--- src/rtl/counter_pkg.sv ---
// Shared constants and helpers for the counter family.
package counter_pkg;

    localparam logic CNT_UP   = 1'b1;
    localparam logic CNT_DOWN = 1'b0;

    // Bits needed to hold values 0..v-1, for callers sizing WIDTH from MODULUS.
    function automatic int unsigned clog2(input longint unsigned v);
        int unsigned     r;
        longint unsigned x;
        r = 0;
        x = (v > 64'd0) ? v - 64'd1 : 64'd0;
        while (x > 64'd0) begin
            r = r + 1;
            x = x >> 1;
        end
        return r;
    endfunction

endpackage

--- src/rtl/dff_reg.sv ---
// W-bit D register with asynchronous active-low clear; W=1 is the plain flip-flop.
module dff_reg #(
    parameter int unsigned W = 1
) (
    input  logic         clk,
    input  logic         rst,
    input  logic [W-1:0] d,
    output logic [W-1:0] q
);

    always_ff @(posedge clk or negedge rst) begin
        if (!rst) q <= '0;
        else      q <= d;
    end

endmodule

--- src/rtl/sync_counter_n.sv ---
// Parametrised up/down modulus counter with load, clear, optional saturation,
// combinational terminal count and a registered wrap pulse.
module sync_counter_n
    import counter_pkg::*;
#(
    parameter int unsigned     WIDTH    = 4,
    parameter longint unsigned MODULUS  = 64'd1 << WIDTH,
    parameter bit              SATURATE = 1'b0
) (
    input  logic             clk,
    input  logic             rst,
    input  logic             en,
    input  logic             up,
    input  logic             clr,
    input  logic             load,
    input  logic [WIDTH-1:0] load_val,
    output logic [WIDTH-1:0] count,
    output logic             tc,
    output logic             wrap
);

    if (WIDTH < 1 || WIDTH > 32) begin : g_bad_width
        $fatal(1, "sync_counter_n: WIDTH must be in 1..32");
    end
    if (MODULUS < 64'd2 || MODULUS > (64'd1 << WIDTH)) begin : g_bad_modulus
        $fatal(1, "sync_counter_n: MODULUS must be in 2..2**WIDTH");
    end

    localparam logic [WIDTH-1:0] MAX = WIDTH'(MODULUS - 64'd1);

    logic [WIDTH-1:0] count_d;
    logic             wrap_d;
    logic [WIDTH:0]   state_q;

    // Next state: clear beats load beats count; wrap only flags a boundary crossing.
    always_comb begin
        count_d = count;
        wrap_d  = 1'b0;
        if (clr) begin
            count_d = '0;
        end else if (load) begin
            count_d = (64'(load_val) < MODULUS) ? load_val : MAX;
        end else if (en) begin
            if (up == CNT_UP) begin
                if (count != MAX) begin
                    count_d = count + WIDTH'(1);
                end else if (!SATURATE) begin
                    count_d = '0;
                    wrap_d  = 1'b1;
                end
            end else begin
                if (count != '0) begin
                    count_d = count - WIDTH'(1);
                end else if (!SATURATE) begin
                    count_d = MAX;
                    wrap_d  = 1'b1;
                end
            end
        end
    end

    dff_reg #(.W(WIDTH + 1)) u_state (
        .clk (clk),
        .rst (rst),
        .d   ({wrap_d, count_d}),
        .q   (state_q)
    );

    assign count = state_q[WIDTH-1:0];
    assign wrap  = state_q[WIDTH];

    assign tc = en & (((up == CNT_UP)   && (count == MAX)) ||
                      ((up == CNT_DOWN) && (count == '0)));

endmodule

--- config.mk ---
export PLATFORM = sky130hd
export DESIGN_NAME = sync_counter_n
export DESIGN_NICKNAME = d
export VERILOG_FILES = /design/src/rtl/counter_pkg.sv /design/src/rtl/dff_reg.sv /design/src/rtl/sync_counter_n.sv
export SDC_FILE = /design/constraint.sdc
export NUM_CORES = 1
export LEC_CHECK = 0
export BUFFER_PORTS_ARGS = -buffer_cell sky130_fd_sc_hd__buf_2
export CORE_AREA = 5 5 42 44
export DETAILED_ROUTE_END_ITERATION = 6
export DIE_AREA = 0 0 47 49
export PLACE_DENSITY = 0.57
export SYNTH_ARGS = -nofsm -noshare
export SYNTH_HDL_FRONTEND = slang
export SYNTH_SLANG_ARGS = --single-unit
--- constraint.sdc ---
create_clock -name clk -period 2.05 [get_ports clk]
set_input_delay 0.41 -clock clk [delete_from_list [all_inputs] [get_ports clk]]
set_output_delay 0.41 -clock clk [all_outputs]
set_load 0.01 [all_outputs]
==> results_dict.tcl <==
set metrics [dict create \
    hold_path_startpoint "clr" \
    track_usage 0.09901 \
    cp-start-kind "flop" \
    vias 418 \
    cp-end-kind "output port" \
    grt_setup_unrepaired "yes" \
    routed_wl_per_cell_um 12.52 \
    clk_latency_ns 0.23 \
    grt_antenna_before_repair 0 \
    cts.reportedPaths.clkPinSlew_ns 0.04 \
    nFillCells 154 \
    power.leakage_nw 0.2782 \
    cellPowerDensity_nw_per_um2 589.6 \
    post-route-cell-area_um2 560.5 \
    yosysWarnings 0 \
    minimum_period_implied_by_the_final_worst_setup_slack_ns 2.013 \
    cts_buffers 3 \
    finalCoreUtilization 0.4000 \
    row_count 14 \
    drv_cap 0 \
    numPortBuffers 15 \
    synth_commonest_cells "5 x dfrtp_1, 5 x nor2_1, 4 x inv_1" \
    clk_path_buf_depth 2 \
    final_layout_size_suffix_gt1_frac 0.4697 \
    dr.first_iter.drc_count 3 \
    antenna_cells 0 \
    global_route_wire_length_before_repair_mm 1.649 \
    synth_xor_area_frac 0.02160 \
    status "complete, no violations" \
    critPathArrivalTime_ns 1.60 \
    netlist_area_um2 405.4 \
    synth_top_area_cell "dfrtp_1" \
    cp_cell_sequence "inv_1 > ha_2 > or4b_4 > a21oi_2 > buf_2" \
    largest_reg_flops 5 \
    cts_max_level 1 \
    floorplan.core_area_um2 1401 \
    number_of_detailed_route_iterations_in_the_first_pass 4 \
    dieHeight_um 49 \
    path_class "reg2out" \
    finish.net_count 79 \
    timing.fmax_ghz 0.4967 \
    ratio_of_final_minimum_period_to_clock_period 0.9822 \
    crit_fanout 3 \
    top_regs "u_state.q x5" \
    avgViaCountPerCell 5.098 \
    synth_top_family_by_area "compound AO/OA/AOI/OAI gates" \
    synth.distinct_cells 28 \
    peakVddDrop_mv 0.2103 \
    timing.reg2reg.worst_path_depth 5 \
    max_stage_delay_ns 0.47 \
    synthFlopType "dfrtp_1" \
    route.detailed.drc 0 \
    synth-edff-count 0 \
    synth.mux.area_fraction 0.07716 \
    report.final.hold_viol_count 0 \
    cts_sinks 5 \
    synthCells 43 \
    worst_ep_required_time_ns 1.64 \
    pin_count_of_the_biggest_net_entering_global_routing 10 \
    die_area_um2 2303 \
    hpwl_um 782.5 \
    finalNonFillerCells 82 \
    place_inst 76 \
    timing.rr.start "u_state.q[1]" \
    ioPinCount 16 \
    post_synthesis_compound_gate_area_fraction 0.2593 \
    placed_cell_area_um2 514.2 \
    synth_sequential_area_ratio 0.3086 \
    worstHoldPathCells 2 \
    relSlewSlack 0.8317 \
    ys_seq_elements 5 \
    top_register "u_state.q" \
    yosys-top-cells-area "dfrtp_1 31%, ha_1 6.2%, mux2i_1 4.9%" \
    timing.critical_path.slowest_stage_cell "or4b_4" \
    area.growth.synth_to_final_pct 38.27 \
    worstReg2RegEnd "u_state.q[0]" \
    tritoncts_clock_tree "done" \
    min_path_type "in2reg" \
    syn_avg_cell_area_um2 9.428 \
    worst_pin_slew_ns 0.2508 \
    async_flop_share 1.000 \
    number_of_nets_produced_by_synthesis 55 \
    yosysTopAreaCellShare 0.3086 \
    setup-violations-final 0 \
    clock_tree.root_cell "clkbuf_4" \
    clock_skew_ns 0.001247 \
    drtAntennaViolNets 0 \
    maxSlewViolCount 0 \
    regToRegSetupSlack_ns 0.41 \
    first_global_vias 378 \
    basic_gate_share_of_the_synthesized_area_counting_and_or_nand_and_nor_cells 0.1944 \
    synth_fa_ha_area_frac 0.06173 \
    die-width_um 47 \
    initial_utilization 0.2893 \
    whs_endpoint "u_state.q[0]" \
    global_route.overflow_total 0 \
    gpl.final_weighted_congestion 0.7989 \
    drt_wl_total_mm 1.027 \
]
worst max path at each step:
stage / endpoint / slack (ns) / startpoint / depth (start not counted)
after floorplan: tc / 0.28 / u_state.q[0] / 4
after global placement: tc / 0.28 / up / 4
after detailed placement: tc / 0.27 / u_state.q[0] / 5
after CTS: tc / 0.004 / u_state.q[0] / 5
after global routing: tc / -0.04 / u_state.q[1] / 5
final: tc / 0.04 / u_state.q[1] / 5
per-layer routing:
layer  wire length, um  GRT usage  share of wire
met1               486     0.1403           0.47
met2               482     0.1357           0.47
met3                58    0.01476          0.056
met4                 0    0.05991              0
met5                 0          0              0
metrics by stage:
stage | hold WS [ns] | total power, W | TNS (ns) | setup slack (ns)
3_5_place_dp | 0.2327 | 0.0002152 | 0 | 0.2675
2_1_floorplan | 0.1144 | 0.0001751 | 0 | 0.2762
5_1_grt | 0.4189 | 0.0003586 | -0.03561 | -0.03561
3_3_place_gp | 0.2305 | 0.0002154 | 0 | 0.2760
4_1_cts | 0.4114 | 0.0003313 | 0 | 0.004381
6_report | 0.4178 | 0.0003305 | 0 | 0.03657
worst max-delay path, delay by kind of cell, from the launching register on:
kind                       cells  cell delay [ns]
and+or+nand+nor                1             0.47
buffers and inverters          2             0.20
DFF                            1             0.37
AOI/OAI and AO/OA              1             0.15
adders and majority gates      1             0.18
area by class of cell:
| cell class | instances | area, um^2 | area share |
|---|---|---|---|
| multi-input combinational | 32 | 251.5 | 0.4487 |
| sequential | 5 | 125.1 | 0.2232 |
| timing repair buffer | 21 | 122.6 | 0.2188 |
| clock buffer | 4 | 26.28 | 0.04687 |
| tap | 16 | 20.02 | 0.03571 |
| inverter | 4 | 15.01 | 0.02679 |
power breakdown:
group          internal, W  switching, W  total (W)  leakage, nW
Combinational    0.0000553     0.0000550   0.000110        0.198
Clock            0.0000734     0.0000369   0.000110       0.0150
Sequential        0.000106    0.00000364   0.000110       0.0655
Total             0.000235     0.0000956   0.000331        0.278
placed cells by master, fill, tap and decap left out, types with 2 or more instances in the layout:
| cell type | synthesis | routed |
|---|---|---|
| inv_1 | 4 | 4 |
| nor2_1 | 5 | 5 |
| dfrtp_1 | 5 | 5 |
| nand4_1 | 2 | 2 |
| or3_2 | 2 | 2 |
| buf_4 | 0 | 5 |
| clkbuf_4 | 0 | 3 |
| buf_2 | 1 | 15 |
| mux2i_1 | 2 | 2 |
cell families (layout without fill, tap and decap cells):
group | Yosys count | count (layout)
and+or+nand+nor | 13 | 13
adders and majority gates | 2 | 2
buffers and inverters | 6 | 29
AOI/OAI and AO/OA | 13 | 13
xor gates and xnor gates | 1 | 1
DFF | 5 | 5
muxes | 3 | 3
what timing repair did:
action,CTS,global route
hold endpoints to repair,5,0
resized for setup,0,1
buffers inserted,0,1
hold buffers,1,0
setup endpoints to repair,0,1
Power figures use the tool's default switching activity.
